### src/rtl/pipe_stage_skid.sv
// -----------------------------------------------------------------------------
// pipe_stage_skid
//   Generic inter-stage pipeline register with a valid/ready handshake and a
//   2-entry skid buffer. The payload is one packed WIDTH-bit vector that the
//   caller packs and unpacks. It accepts one entry per cycle while downstream
//   keeps up. in_ready is a plain register with no combinational path from
//   in_valid or out_ready. A flush input discards everything held, and a
//   saturating counter records cycles where output is stalled.
//
// Ports
//   clk        in   1      clock, all state changes on the rising edge
//   reset      in   1      synchronous, active-high; has priority over flush
//   flush      in   1      discard all held entries and any same-cycle input
//   in_valid   in   1      upstream offers in_data
//   in_ready   out  1      stage can accept (registered)
//   in_data    in   WIDTH  upstream payload
//   out_valid  out  1      out_data holds a valid entry
//   out_ready  in   1      downstream accepts out_data
//   out_data   out  WIDTH  head entry (main register)
//   occupancy  out  2      entries held: 0, 1 or 2
//   stall_cnt  out  CNT_W  cycles with out_valid & !out_ready, saturating
// -----------------------------------------------------------------------------
module pipe_stage_skid #(
    parameter int unsigned      WIDTH          = 152,
    parameter logic [WIDTH-1:0] RESET_VAL      = '0,
    parameter bit               CLEAR_ON_FLUSH = 1'b1,
    parameter int unsigned      CNT_W          = 16
) (
    input  logic             clk,
    input  logic             reset,
    input  logic             flush,
    input  logic             in_valid,
    output logic             in_ready,
    input  logic [WIDTH-1:0] in_data,
    output logic             out_valid,
    input  logic             out_ready,
    output logic [WIDTH-1:0] out_data,
    output logic [1:0]       occupancy,
    output logic [CNT_W-1:0] stall_cnt
);

    // EMPTY: nothing held. BUSY: head in main. FULL: head in main, next in skid.
    typedef enum logic [1:0] {
        EMPTY = 2'd0,
        BUSY  = 2'd1,
        FULL  = 2'd2
    } state_t;

    // Selects what the main (head) register loads this cycle.
    typedef enum logic [1:0] {
        SRC_HOLD  = 2'd0,
        SRC_IN    = 2'd1,
        SRC_SKID  = 2'd2,
        SRC_RESET = 2'd3
    } main_src_t;

    state_t           r_state;
    state_t           w_state_nxt;
    main_src_t        w_main_src;
    logic             w_skid_load;
    logic             w_skid_clear;
    logic             w_in_acc;
    logic             w_out_acc;
    logic             w_stalled;

    logic             r_in_ready;
    logic             r_out_valid;
    logic [1:0]       r_occupancy;
    logic [WIDTH-1:0] r_main;
    logic [WIDTH-1:0] r_skid;
    logic [CNT_W-1:0] r_stall_cnt;

    assign w_in_acc  = in_valid & r_in_ready;
    assign w_out_acc = r_out_valid & out_ready;
    assign w_stalled = r_out_valid & ~out_ready;

    // Next-state and data-steering decode.
    always_comb begin
        // NOTE: every signal gets a default before the case so that no path
        // leaves it unassigned, which would infer a latch.
        w_state_nxt  = r_state;
        w_main_src   = SRC_HOLD;
        w_skid_load  = 1'b0;
        w_skid_clear = 1'b0;

        case (r_state)
            EMPTY: begin
                if (w_in_acc) begin
                    w_state_nxt = BUSY;
                    w_main_src  = SRC_IN;
                end
            end
            BUSY: begin
                if (w_in_acc && w_out_acc) begin
                    w_main_src = SRC_IN;
                end else if (w_in_acc) begin
                    // Head is still waiting downstream, so park the new entry.
                    w_state_nxt = FULL;
                    w_skid_load = 1'b1;
                end else if (w_out_acc) begin
                    w_state_nxt = EMPTY;
                end
            end
            FULL: begin
                // in_ready is low here, so only the drain case exists.
                if (w_out_acc) begin
                    w_state_nxt = BUSY;
                    w_main_src  = SRC_SKID;
                end
            end
            default: begin
                w_state_nxt = EMPTY;
            end
        endcase

        // Flush overrides everything: same-cycle input is dropped and a
        // same-cycle output handshake simply counts as consumed.
        if (flush) begin
            w_state_nxt  = EMPTY;
            w_skid_load  = 1'b0;
            w_main_src   = CLEAR_ON_FLUSH ? SRC_RESET : SRC_HOLD;
            w_skid_clear = CLEAR_ON_FLUSH;
        end
    end

    // Control FSM. The handshake outputs are decoded from the next state and
    // registered, so in_ready never depends combinationally on the inputs.
    always_ff @(posedge clk) begin
        if (reset) begin
            // NOTE: sequential state uses non-blocking assignments so every
            // register samples the pre-edge values regardless of block order.
            r_state     <= EMPTY;
            r_in_ready  <= 1'b1;
            r_out_valid <= 1'b0;
            r_occupancy <= 2'd0;
        end else begin
            r_state     <= w_state_nxt;
            r_in_ready  <= (w_state_nxt != FULL);
            r_out_valid <= (w_state_nxt != EMPTY);
            case (w_state_nxt)
                BUSY:    r_occupancy <= 2'd1;
                FULL:    r_occupancy <= 2'd2;
                default: r_occupancy <= 2'd0;
            endcase
        end
    end

    // Payload registers.
    always_ff @(posedge clk) begin
        if (reset) begin
            // NOTE: the data registers are reset on purpose. out_data is
            // defined as RESET_VAL after reset, so it is observable state and
            // not just a don't-care storage array.
            r_main <= RESET_VAL;
            r_skid <= RESET_VAL;
        end else begin
            case (w_main_src)
                SRC_IN:    r_main <= in_data;
                SRC_SKID:  r_main <= r_skid;
                SRC_RESET: r_main <= RESET_VAL;
                default:   r_main <= r_main;
            endcase
            if (w_skid_clear) begin
                r_skid <= RESET_VAL;
            end else if (w_skid_load) begin
                r_skid <= in_data;
            end
        end
    end

    // Stall counter: saturates at all-ones. Only reset clears it; flush does not.
    always_ff @(posedge clk) begin
        if (reset) begin
            r_stall_cnt <= '0;
        end else if (w_stalled && (r_stall_cnt != '1)) begin
            r_stall_cnt <= r_stall_cnt + CNT_W'(1);
        end
    end

    assign in_ready  = r_in_ready;
    assign out_valid = r_out_valid;
    assign out_data  = r_main;
    assign occupancy = r_occupancy;
    assign stall_cnt = r_stall_cnt;

endmodule

### config.mk
export PLATFORM = sky130hd
export DESIGN_NAME = pipe_stage_skid
export DESIGN_NICKNAME = d
export VERILOG_FILES = /design/src/rtl/pipe_stage_skid.sv
export SDC_FILE = /design/constraint.sdc
export NUM_CORES = 1
export LEC_CHECK = 0
export BUFFER_PORTS_ARGS = -buffer_cell sky130_fd_sc_hd__clkbuf_2
export CORE_UTILIZATION = 40
export CTS_CLUSTER_DIAMETER = 30
export CTS_CLUSTER_SIZE = 24
export DETAILED_ROUTE_END_ITERATION = 12
export PLACE_DENSITY = 0.74
export SYNTH_ARGS = -nofsm -noshare
export SYNTH_HDL_FRONTEND = slang
export SYNTH_SLANG_ARGS = --single-unit
### constraint.sdc
create_clock -name clk -period 5.19 [get_ports clk]
set_clock_uncertainty 0.15 [all_clocks]
set_input_delay 0.2595 -clock clk [delete_from_list [all_inputs] [get_ports clk]]
set_output_delay 0.2595 -clock clk [all_outputs]
set_load 0.02 [all_outputs]
==> flow_summary.yaml <==
synthesis:
  netlist_instances: 1474
  yosys_register_bits: 326
  ys_async_sr_fraction_pct: 0
  synth.yosys.warnings: 0
  synth.cell_area_mm2: 0.01303
  syn-num-nets: 1632
  ys_seq_area_share_pct: 50.08
  ys.flop_type: "dfxtp_1"
  ys_types: 51
  synth.avg_cell_area_um2: 8.842
  synth_edf_count: 0
critical_path:
  cp.arrival_ns: 3.20
  crit_type: "flop to flop"
  cp.required_ns: 5.52
  cp-start-kind: "flop"
  cpLargestDelayFamily: "compound AO/OA/AOI/OAI gates"
  cp-end-kind: "flop"
  r2r_start: "r_state[1]$_SDFF_PP0_"
  crit_fanout: 45
  cp-startpoint: "r_state[1]$_SDFF_PP0_"
  critPathBufInv: 1
  rr_worst_depth: 5
  crit_chain: "and3b_1 -> a21oi_4 -> buf_4 -> a221oi_1 -> nor3_1"
  max_stage_delay_ns: 0.75
  timing.rr.end: "out_data[128]$_SDFFE_PP0P_"
  crit_path_top_delay_cell: "a21oi_4"
  reg2reg_setup_slack_ns: 2.32
grt:
  grt-ovfl-total: 0
  grt_max_degree: 87
  grt_pass1_wl_um: 67830
  first_global_vias: 13460
  grt_usage_pct: 25.02
  antenna_found_initial: 0
floorplan:
  die_h_um: 182.5
  io_pins: 329
  dieArea_mm2: 0.03331
  die_x_um: 182.5
  start_util_pct: 40.98
  rows: 65
  core_area_mm2: 0.03180
placed_design:
  dp_hpwl_um: 23090
  routabilityCongestion: 0.8243
  port_buffers: 328
  placed_area_mm2: 0.01471
cts:
  clock_latency_ns: 0.55
  ctsResizeCount: 0
  h-tree-depth: 3
  clock-sinks: 326
  max-clock-path-buffers: 3
  clk_pin_slew_ns: 0.05
  cts_root_buf: "clkbuf_16"
  cts-buffers-inserted: 71
  cts_tree: "yes"
layout:
  final_cell_mix: "clkbuf_2 (328), dfxtp_1 (326), nand2_1 (311)"
  num_antenna_cells: 0
  area_delta_synth_final_pct: 42.78
  fin_util_pct: 58.52
  nets: 2065
  fin_area_mm2: 0.01861
  layout_commonest_cell: "clkbuf_2"
  drive_above_1_share_pct: 28.59
hold_path:
  min_path_type: "input pin to flop"
  hp-start: "reset"
  hold_end: "stall_cnt[4]$_SDFFE_PP0P_"
  min_path_cells: 2
power:
  power_leakage_nw: 7.326
  switchingPower_mw: 2.056
  ir_worst_vdd_mv: 0.2693
  p_per_area_mw_per_mm2: 427.8
  swShare_pct: 25.83
  pwr-share-comb_pct: 11.0
  clkPwrFrac_pct: 55.3
  finalPower_mw: 7.961
  p_int_mw: 5.905
  pwr-share-seq_pct: 33.7
timing:
  setup_violations: 0
  rsz0062_at_grt: "false"
  fin_crit_sh_pct: 55.28
  slew_headroom_pct: 28.12
  tns_ns: 0
  fmax_mhz: 348.6
  final_hold_viol_count: 0
  worst-slew-pin-transition_ns: 1.078
  period_minus_slack_ns: 2.869
  slew_violations: 0
route:
  drt_pass1_iterations: 6
  drt_iter0_markers: 799
  routed_wl_um: 42560
  via_per_inst: 5.532
  wl_per_cell_um: 17.78
  post-route-drc-count: 0
  num_vias: 13240
  antenna_left: 0
flow_run:
  cap_violations: 0
run_status:
  status: "finished clean"
-- cell usage after synthesis (4+ instances only) --
| master | n | area, um^2 |
|---|---|---|
| nand3_1 | 6 | 30.03 |
| o21ai_0 | 115 | 575.6 |
| dfxtp_1 | 326 | 6526 |
| buf_6 | 13 | 146.4 |
| nor3_1 | 43 | 215.2 |
| a21oi_1 | 160 | 800.8 |
| nor2_1 | 160 | 600.6 |
| nand2_1 | 311 | 1167 |
| buf_2 | 39 | 195.2 |
| a221oi_1 | 72 | 630.6 |
| a221oi_2 | 80 | 1201 |
| clkbuf_1 | 66 | 247.7 |
| nand4_1 | 4 | 25.02 |
| nor2b_1 | 5 | 31.28 |
| buf_4 | 16 | 120.1 |
| inv_1 | 4 | 15.01 |
-- kinds of logic (layout without fill, tap and decap cells) --
kind of cell	after synthesis	after routing	synth area share, %
and+or+nand+nor	556	556	17.78
AOI/OAI and AO/OA	444	444	25.87
DFF	326	326	50.08
buffers and inverters	140	625	5.616
muxes	6	6	0.4896
adders and majority gates	1	1	0.09599
xor gates and xnor gates	1	1	0.06722
-- worst max-delay path by stage --
stage / end / slack [ns] / cells past startpoint
after floorplan: stall_cnt[0]$_SDFFE_PP0P_ / 3.25 / 5
after detailed placement: out_data[131]$_SDFFE_PP0P_ / 2.41 / 5
after global placement: out_data[151]$_SDFFE_PP0P_ / 2.52 / 5
final: out_data[128]$_SDFFE_PP0P_ / 2.32 / 5
after global routing: out_data[135]$_SDFFE_PP0P_ / 2.18 / 5
after CTS: out_data[128]$_SDFFE_PP0P_ / 2.36 / 5
-- routing by layer --
layer  vias up  share of wire [%]  track usage, %
met3       103                9.7           7.943
met4         0                3.0           11.76
met1      6361                 39           28.13
met5         -                  0               0
li1       6143                  -               -
met2       637                 48           42.92
-- registers in the layout (all words and copies together), names as in the netlist --
| name | count |
|---|---|
| in_ready | 1 |
| occupancy | 2 |
| out_data | 152 |
| out_valid | 1 |
| r_skid | 152 |
| r_state | 2 |
| stall_cnt | 16 |
-- repair_timing --
item                                    4_1_cts  5_1_grt
buffers inserted                              0        0
hold buffers                                152        0
endpoints found under the setup margin        0        0
endpoints found under the hold margin       303        0
-- stage by stage --
stage / instances / setup slack (ns) / hold WS (ns)
after floorplan: 1474 / 3.248 / 0.2455
after CTS: 2394 / 2.363 / 0.06900
after global placement: 2117 / 2.519 / 0.2909
after global routing: 2394 / 2.180 / 0.1063
after detailed placement: 2117 / 2.413 / 0.2973
final: 2394 / 2.321 / 0.09567
-- final cells by class --
| cell class | instances | area, um^2 |
|---|---|---|
| clock buffers | 89 | 1976 |
| clock inverters | 36 | 404.1 |
| fillers | 2541 | 13190 |
| inverters | 5 | 20.02 |
| multi-input cells | 1008 | 5812 |
| flip-flops and latches | 326 | 6526 |
| well taps | 435 | 544.3 |
| repair buffers | 495 | 3326 |
-- power by group through the flow --
stage / clock, mW / combinational [mW] / sequential (mW)
global route: 4.60 / 0.943 / 2.69
global placement: 0 / 0.760 / 2.72
detailed placement: 0 / 0.769 / 2.72
CTS: 4.44 / 0.867 / 2.68
floorplan: 0 / 0.387 / 2.83
finish: 4.40 / 0.879 / 2.68
No activity file was read; power rests on OpenSTA's default activity.
